===== config.mk =====
export PLATFORM = sky130hd
export DESIGN_NAME = fft_stage_sequencer
export DESIGN_NICKNAME = d
export VERILOG_FILES = /design/src/rtl/fft_stage_sequencer.sv
export SDC_FILE = /design/constraint.sdc
export NUM_CORES = 1
export LEC_CHECK = 0
export CAP_MARGIN = 20
export CORE_ASPECT_RATIO = 1.25
export CORE_MARGIN = 5
export CORE_UTILIZATION = 55
export DETAILED_ROUTE_END_ITERATION = 6
export PLACE_DENSITY = 0.74
export SYNTH_ARGS = -nofsm -noshare
export SYNTH_HDL_FRONTEND = slang
export SYNTH_SLANG_ARGS = --single-unit

===== constraint.sdc =====
create_clock -name clk -period 4.6 [get_ports clk]
set_clock_uncertainty 0.15 [all_clocks]
set_input_delay 0.92 -clock clk [delete_from_list [all_inputs] [get_ports clk]]
set_output_delay 0.92 -clock clk [all_outputs]
set_load 0.01 [all_outputs]

===== src/rtl/fft_stage_sequencer.sv =====
`default_nettype none
// ============================================================================
// Module   : fft_stage_sequencer
// Purpose  : Address/control sequencer for an in-place radix-2 DIF FFT.
//            Issues N/2 butterfly reads per stage with no bubbles, delays
//            the addresses through a pipeline to produce the write-back
//            strobes, and drains the butterfly between stages.
//            Optional bit-reversed unload: FFT_SEQ_BITREV_UNLOAD_EN
// Revision : 1.0 - initial release
// ============================================================================
module fft_stage_sequencer #(
    parameter int N_POINTS   = 16,
    parameter int ADDR_WIDTH = 4,
    parameter int BF_LATENCY = 4
) (
    input  logic                  clk,
    input  logic                  rst_n,
    input  logic                  start,
    output logic                  busy,
    output logic                  done,
    output logic                  rd_en,
    output logic [ADDR_WIDTH-1:0] rd_addr_a,
    output logic [ADDR_WIDTH-1:0] rd_addr_b,
    output logic                  bf_en,
    output logic [ADDR_WIDTH-2:0] twiddle_idx,
    output logic                  wr_en,
    output logic [ADDR_WIDTH-1:0] wr_addr_a,
    output logic [ADDR_WIDTH-1:0] wr_addr_b,
    output logic                  out_valid
);

    localparam int c_HALF = N_POINTS / 2;
    localparam int c_CW   = ADDR_WIDTH + 1;
    localparam int c_SW   = (ADDR_WIDTH > 1) ? $clog2(ADDR_WIDTH) : 1;
    localparam int c_WW   = $clog2(BF_LATENCY + 2);

`ifdef FFT_SEQ_BITREV_UNLOAD_EN
    typedef enum logic [2:0] {
        S_IDLE = 3'd0, S_ISSUE = 3'd1, S_WAIT = 3'd2, S_UNLOAD = 3'd3, S_FINISH = 3'd4
    } state_t;
`else
    typedef enum logic [2:0] {
        S_IDLE = 3'd0, S_ISSUE = 3'd1, S_WAIT = 3'd2, S_FINISH = 3'd4
    } state_t;
`endif

    state_t                state_q, state_d;
    logic [c_SW-1:0]       stage_q, stage_d;
    logic [c_CW-1:0]       cnt_q, cnt_d;
    logic [c_WW-1:0]       wait_q, wait_d;

    logic                  busy_q, done_q;
    logic                  rd_en_q, rd_en_d;
    logic                  rd_issue_q, rd_issue_d;
    logic [ADDR_WIDTH-1:0] rd_a_q, rd_a_d, rd_b_q, rd_b_d;
    logic [ADDR_WIDTH-2:0] rd_tw_q, rd_tw_d, tw_q;
    logic                  out_valid_q;

    // Delay line from read issue to write-back; entry 0 is the butterfly input.
    logic [BF_LATENCY:0]                 pen_q;
    logic [BF_LATENCY:0][ADDR_WIDTH-1:0] pa_q, pb_q;

    // span = N >> (s+1) == (N/2) >> s
    function automatic logic [ADDR_WIDTH-1:0] f_span(input logic [c_SW-1:0] s);
        return ADDR_WIDTH'(c_HALF) >> s;
    endfunction

    function automatic logic [ADDR_WIDTH-1:0] f_addr_a(input logic [c_SW-1:0] s,
                                                       input logic [ADDR_WIDTH-1:0] k);
        logic [ADDR_WIDTH-1:0] mask;
        mask = f_span(s) - 1'b1;
        // (k/span)*2*span + (k mod span), with span a power of two
        return ((k & ~mask) << 1) | (k & mask);
    endfunction

    function automatic logic [ADDR_WIDTH-2:0] f_twiddle(input logic [c_SW-1:0] s,
                                                        input logic [ADDR_WIDTH-1:0] k);
        logic [ADDR_WIDTH-1:0] t;
        t = (k & (f_span(s) - 1'b1)) << s;
        return t[ADDR_WIDTH-2:0];
    endfunction

`ifdef FFT_SEQ_BITREV_UNLOAD_EN
    function automatic logic [ADDR_WIDTH-1:0] f_bitrev(input logic [ADDR_WIDTH-1:0] v);
        logic [ADDR_WIDTH-1:0] r;
        for (int i = 0; i < ADDR_WIDTH; i++) r[i] = v[ADDR_WIDTH-1-i];
        return r;
    endfunction
`endif

    // Next-state logic, then the next values of the registered read outputs.
    always_comb begin
        state_d = state_q;
        stage_d = stage_q;
        cnt_d   = cnt_q;
        wait_d  = wait_q;
        case (state_q)
            S_IDLE: begin
                if (start) begin
                    state_d = S_ISSUE;
                    stage_d = '0;
                    cnt_d   = '0;
                end
            end
            S_ISSUE: begin
                if (cnt_q == c_CW'(c_HALF - 1)) begin
                    state_d = S_WAIT;
                    wait_d  = '0;
                end else begin
                    cnt_d = cnt_q + 1'b1;
                end
            end
            S_WAIT: begin
                if (wait_q == c_WW'(BF_LATENCY)) begin
                    if (stage_q == c_SW'(ADDR_WIDTH - 1)) begin
`ifdef FFT_SEQ_BITREV_UNLOAD_EN
                        state_d = S_UNLOAD;
                        cnt_d   = '0;
`else
                        state_d = S_FINISH;
`endif
                    end else begin
                        state_d = S_ISSUE;
                        stage_d = stage_q + 1'b1;
                        cnt_d   = '0;
                    end
                end else begin
                    wait_d = wait_q + 1'b1;
                end
            end
`ifdef FFT_SEQ_BITREV_UNLOAD_EN
            // One extra cycle at cnt == N lets the last out_valid precede FINISH.
            S_UNLOAD: begin
                if (cnt_q == c_CW'(N_POINTS)) state_d = S_FINISH;
                else                          cnt_d   = cnt_q + 1'b1;
            end
`endif
            S_FINISH: state_d = S_IDLE;
            default:  state_d = S_IDLE;
        endcase

        rd_issue_d = (state_d == S_ISSUE);
        rd_en_d    = rd_issue_d;
        rd_a_d     = '0;
        rd_b_d     = '0;
        rd_tw_d    = '0;
        if (rd_issue_d) begin
            rd_a_d  = f_addr_a(stage_d, cnt_d[ADDR_WIDTH-1:0]);
            rd_b_d  = rd_a_d | f_span(stage_d);
            rd_tw_d = f_twiddle(stage_d, cnt_d[ADDR_WIDTH-1:0]);
        end
`ifdef FFT_SEQ_BITREV_UNLOAD_EN
        if (state_d == S_UNLOAD && cnt_d < c_CW'(N_POINTS)) begin
            rd_en_d = 1'b1;
            rd_a_d  = f_bitrev(cnt_d[ADDR_WIDTH-1:0]);
        end
`endif
    end

    // Sequencer state: stage, butterfly/unload counter and drain counter.
    always_ff @(posedge clk or negedge rst_n) begin
        if (!rst_n) begin
            state_q <= S_IDLE;
            stage_q <= '0;
            cnt_q   <= '0;
            wait_q  <= '0;
        end else begin
            state_q <= state_d;
            stage_q <= stage_d;
            cnt_q   <= cnt_d;
            wait_q  <= wait_d;
        end
    end

    // Registered outputs and the address delay pipeline feeding write-back.
    always_ff @(posedge clk or negedge rst_n) begin
        if (!rst_n) begin
            busy_q      <= 1'b0;
            done_q      <= 1'b0;
            rd_en_q     <= 1'b0;
            rd_issue_q  <= 1'b0;
            rd_a_q      <= '0;
            rd_b_q      <= '0;
            rd_tw_q     <= '0;
            tw_q        <= '0;
            out_valid_q <= 1'b0;
            pen_q       <= '0;
            pa_q        <= '0;
            pb_q        <= '0;
        end else begin
            busy_q      <= (state_d != S_IDLE);
            done_q      <= (state_d == S_FINISH);
            rd_en_q     <= rd_en_d;
            rd_issue_q  <= rd_issue_d;
            rd_a_q      <= rd_a_d;
            rd_b_q      <= rd_b_d;
            rd_tw_q     <= rd_tw_d;
            tw_q        <= rd_tw_q;
            out_valid_q <= rd_en_q & ~rd_issue_q;
            pen_q[0]    <= rd_issue_q;
            pa_q[0]     <= rd_issue_q ? rd_a_q : '0;
            pb_q[0]     <= rd_issue_q ? rd_b_q : '0;
            for (int i = 1; i <= BF_LATENCY; i++) begin
                pen_q[i] <= pen_q[i-1];
                pa_q[i]  <= pa_q[i-1];
                pb_q[i]  <= pb_q[i-1];
            end
        end
    end

    assign busy        = busy_q;
    assign done        = done_q;
    assign rd_en       = rd_en_q;
    assign rd_addr_a   = rd_a_q;
    assign rd_addr_b   = rd_b_q;
    assign bf_en       = pen_q[0];
    assign twiddle_idx = tw_q;
    assign wr_en       = pen_q[BF_LATENCY];
    assign wr_addr_a   = pa_q[BF_LATENCY];
    assign wr_addr_b   = pb_q[BF_LATENCY];
`ifdef FFT_SEQ_BITREV_UNLOAD_EN
    assign out_valid   = out_valid_q;
`else
    assign out_valid   = 1'b0;
    logic w_unused;
    assign w_unused    = out_valid_q;
`endif

endmodule
`default_nettype wire


### Word level (Yosys, flattened, before mapping)

Cells that the tools add are included.

| storage, ports and cells | value |
|---|---|
| register bits after elaboration | 75 |
| input bits | 3 |
| output and inout bits | 25 |
| word-level logic and storage cells | 75 |

| operators by class | value |
|---|---|
| add/subtract/negate cells | 4 |
| equality and inequality tests | 13 |
| shifts and indexed selects | 2 |
| muxes and demuxes | 22 |
| bitwise gates (word level) | 5 |
| reduce and logical (&&, ||, !) cells | 6 |

Operators by type and width:

| cell | count |
|---|---|
| $mux W3 | 7 |
| $mux W5 | 4 |
| $mux W4 | 4 |
| $pmux W5 S3 | 1 |
| $ne A2 B2 Y1 const B | 6 |
| $pmux W3 S3 | 1 |
| $or A4 B4 Y4 | 2 |
| $eq A3 B1 Y1 const B | 2 |
| $eq A3 B3 Y1 const B | 2 |
| $mux W2 | 3 |
| $pmux W3 S2 | 1 |
| $reduce_bool A3 Y1 | 2 |
| $add A5 B1 Y5 const B | 1 |
| $eq A5 B3 Y1 const B | 1 |
| $reduce_and A5 Y1 | 1 |
| $and A4 B4 Y4 | 1 |
| $pmux W2 S2 | 1 |
| $shl A4 B2 Y3 | 1 |
| $shr A4 B2 Y4 const A | 1 |
| $sub A4 B1 Y4 const B | 1 |
| $add A3 B1 Y3 const B | 1 |
| $and A3 B3 Y3 | 1 |
| $eq A3 B2 Y1 const B | 1 |
| $logic_not A3 Y1 | 1 |
| other kinds (5) | 5 |

### Logic depth before layout (Yosys ltp)

| logic depth | value |
|---|---|
| word-level depth | 11 |
| mapped depth | 9 |
| gate-level depth less buffers | 8 |

### Worst setup path before layout

OpenSTA, ideal clock, no wires.

| timing path | value |
|---|---|
| path type | input port to flip-flop |
| from | input start |
| to | register rd_tw_q[1] |
| arrival | 1.983 ns |
| data required time | 4.339 ns |
| setup slack | 2.355 ns |
| stages | 6 |
| buffers on the path | 1 |
| cell sequence | or3b_1 a21oi_1 or2_1 buf_2 inv_2 a2111oi_2 |

| on the way | value |
|---|---|
| cells in the longest elaborated chain, start to end | 7 |

RTL lines:

| element | line | source |
|---|---|---|
| start, declared | 18 | `input logic start,` |
| $mux W2 (*) | 99 | `if (start) begin` |
| $pmux W2 S2 (*) | 97 | `case (state_q)` |
| named net stage_d[1] | 48 | `logic [c_SW-1:0] stage_q, stage_d;` |
| $shr A4 B2 Y4 | 65 | `return ADDR_WIDTH'(c_HALF) >> s;` |
| $sub A4 B1 Y4 | 79 | `t = (k & (f_span(s) - 1'b1)) << s;` |
| $and A4 B4 Y4 | 79 |  |
| $shl A4 B2 Y3 (*) | 79 |  |
| $mux W3 (*) | 147 | `if (rd_issue_d) begin` |
| named net rd_tw_d[1] | 56 | `logic [ADDR_WIDTH-2:0] rd_tw_q, rd_tw_d, tw_q;` |
| end signal, assigned | 197 | `rd_tw_q <= rd_tw_d;` |
| end, declared | 56 |  |

The timed path passes the listed nets; every way through them passes the cells marked *. The select of a mux whose other input is x is not followed.
A chain may end at the register's enable or synchronous reset.

### Final worst setup path

| timing path | value |
|---|---|
| from | input start |
| to | register rd_tw_q[1] |

| on the way | value |
|---|---|
| cells in the longest elaborated chain, start to end | 7 |

RTL lines:

| element | line |
|---|---|
| $mux W2 | 99 |
| $pmux W2 S2 | 97 |
| $shr A4 B2 Y4 | 65 |
| $sub A4 B1 Y4 | 79 |
| $and A4 B4 Y4 | 79 |
| $shl A4 B2 Y3 | 79 |
| $mux W3 (*) | 147 |
| named net rd_tw_d[1] | 56 |

Marks and branches as above.

==> results.md <==
- Run status: completed
- Top cells by area, synth: dfrtp_1, buf_4, and2_1, a21oi_1, ha_1
- Critical Path Source Type: input port
- First-pass GRT wire length: 7290 um
- Proportion of layout cells with a drive suffix above 1: 0.149
- Setup TNS Final: 0 ns
- Synth unique cells: 43
- Routability cong.: 0.843
- Core area: 4690 um^2
- Drt drc: 0
- Largest net degree at the start of global routing: 47
- Crit share post-route: 0.602
- Final-report max-slew violation count: 0
- Clock root buffer: clkbuf_8
- CP peak stage delay: 0.54 ns
- Routed Antenna Nets: 0
- Sequential share of the synthesized area: 0.712
- WL per Instance: 15.5 um
- Mapped cell area: 2640 um^2
- Fin. Hold Viols: 0
- EDFF count, synth: 0
- Yosys top cell area share: 0.712
- CP max FO: 12
- Slowest-stage cell, CP: a21oi_1
- I/O pins: 28
- Vias in the first global route: 1493
- Max-cap violations: 0
- Final std cells w/o fill: 281
- Hold WC Path Type: flip-flop to flip-flop
- Flops & latches, synth: 75
- Die height: 87.4 um
- Met3 usage: 0.0577
- Chip width: 71.9 um
- Slew HR: 0.636
- PortBufs: 26
- Worst Tran Pin Value: 0.538 ns
- Clock Path Buffers: 2
- H-tree levels: 3
- Routed WL: 4350 um
- GRT Util Overall: 0.157
- Synthesized net count: 195
- Pwr dens: 713 nW/um^2
- RSZ-0062 raised after global routing: no
- Syn Area/Cell: 14.0 um^2
- CP Class: input port to flip-flop
- Die Footprint: 6290 um^2
- Crit path cell chain: clkdlybuf4s50_1 -> nor2_1 -> a21oi_2 -> nand3_1 -> a21oi_1 -> a2111oi_2
- Number of setup buffers added after CTS: 0
- GR Util met1: 0.187
- Synth-to-Final Area Change: 19.8%
- Later-pin clock latency in the skew report: 0.33 ns
- Async set-or-reset flop fraction in the synthesized netlist: 1.00
- Cell count after synthesis: 189
- Top_reg_cell synth: dfrtp_1
- Yosys top cell by area: dfrtp_1
- Cts repair resizes: 0
- Hold_ws: 0.199 ns
- Core Util, Final: 0.673
- Met2 GRT Util: 0.256
- Leak Pwr: 1.44 nW
- Yosys warns: 0
- Detailed-route via count: 1494
- Gr busiest metal: met2
- Worst vdd ir: 0.359 mV
- Reg2Reg Depth: 7
- DR iter-0 viols: 70
- Critical path required time: 4.63 ns
- DR pass1 iterations: 4
- # rows: 28
- CTS tree: done
- Number of clock sinks: 75
- Fin nets: 222
- Initial Util: 0.562
- Fin crit period: 2.77 ns
- Crit. End Element: flip-flop
- Dpl cells: 264
- Max Clk Rate: 361 MHz
- Worst-path clk slew: 0.07 ns
- Arrival @ worst endpoint: 2.80 ns
- CTS buffer count: 9
- Initial antenna violation count: 0
- CTS Hold Bufs: 0
- DPL Wire Length: 2980 um
- Final setup viols: 0
- Hold Path Cell Cnt: 0
- Vias/cell: 5.32
- Congestion Overflow GR: 0
- Diodes inserted: 0
## where the power goes
group / internal (mW) / switching, mW / leakage, nW
Sequential: 0.907 / 0.123 / 0.929
Combinational: 0.292 / 0.324 / 0.386
Clock: 0.376 / 0.229 / 0.123
Total: 1.57 / 0.677 / 1.44
## cell usage after synthesis (2+ instances only)
cell type,instances
nand4_1,2
nor2_1,7
and4bb_2,2
o21ai_0,4
nand3_1,6
buf_2,2
buf_4,10
nor3_1,3
dfrtp_1,75
a21oi_1,10
ha_1,3
and3_1,3
o211ai_1,4
a211oi_1,3
or2_2,2
and2_1,10
nand2_1,8
a31oi_1,2
inv_1,9
## cells by family after synthesis
logic type / Yosys count / share of synthesized area
AOI/OAI and AO/OA: 33 / 0.0944
xor gates and xnor gates: 1 / 0.00332
adders and majority gates: 3 / 0.0142
buffers and inverters: 22 / 0.0465
DFF: 75 / 0.712
muxes: 2 / 0.00806
other: 1 / 0.00142
and+or+nand+nor: 52 / 0.120
## layout by cell type, fill, tap and decap left out, types with 2 or more instances in the layout
master,instances
bufinv_16,3
clkdlybuf4s50_1,25
clkbuf_8,10
inv_1,9
o211ai_1,4
or2_2,2
ha_1,3
o21ai_0,4
nor3_1,3
nor2_1,7
nand3_1,6
nand2_1,8
a21oi_1,10
and2_1,10
dfrtp_1,75
nand4_1,2
a31oi_1,2
a211oi_1,3
and4bb_2,2
and3_1,3
## path summary, 6_finish.rpt
kind / startpoint / endpoint / slack, ns
worst max-delay path: start / rd_tw_q[1] / 1.83
worst min-delay path: pa_q[8] / pa_q[12] / 0.20
worst max register to register: wait_q[1] / rd_tw_q[1] / 1.94
worst min register to register: pa_q[8] / pa_q[12] / 0.20
max in group asynchronous: rst_n / rd_addr_b[0] / 3.22
min in group asynchronous: rst_n / wr_addr_a[0] / 0.24
## sequential cells by signal, indices dropped and copies added, names as in the netlist
name / count
pa_q: 16
pb_q: 16
cnt_q: 5
pen_q: 5
rd_addr_a: 4
rd_addr_b: 4
wr_addr_a: 4
wr_addr_b: 4
rd_tw_q: 3
state_q: 3
twiddle_idx: 3
wait_q: 3
stage_q: 2
busy: 1
done: 1
rd_issue_q: 1
## through the flow
stage | cell area, um^2 | total power [mW] | setup slack (ns)
after detailed placement | 2890 | 1.65 | 1.52
after CTS | 3140 | 2.26 | 1.89
after global routing | 3160 | 2.38 | 1.71
after floorplan | 2640 | 1.40 | 2.36
after global placement | 2890 | 1.61 | 1.72
final | 3160 | 2.25 | 1.83
## area by class of cell
cell class	count	area, um^2
tap	60	75.1
inverter	10	37.5
clock inverter	6	111
clock buffer	10	138
multi-input combinational	92	638
timing repair buffer	28	283
sequential	75	1880
fill	332	1540
## worst max-delay path, delay by kind of cell
family	cells	cell delay [ns]
AO/OA/AOI/OAI	3	0.94
buffers and inverters	1	0.47
AND/OR/NAND/NOR	2	0.47
## metal layers
metal  part of all wire  routed length (um)  vias to the layer above
met5                  0                   0                        -
met4              0.015                  64                        0
met3              0.057                 246                       11
met2               0.53                2290                       50
met1               0.40                1740                      739
li1                   -                   -                      694
Note: power is estimated with default switching activity, not from simulation.
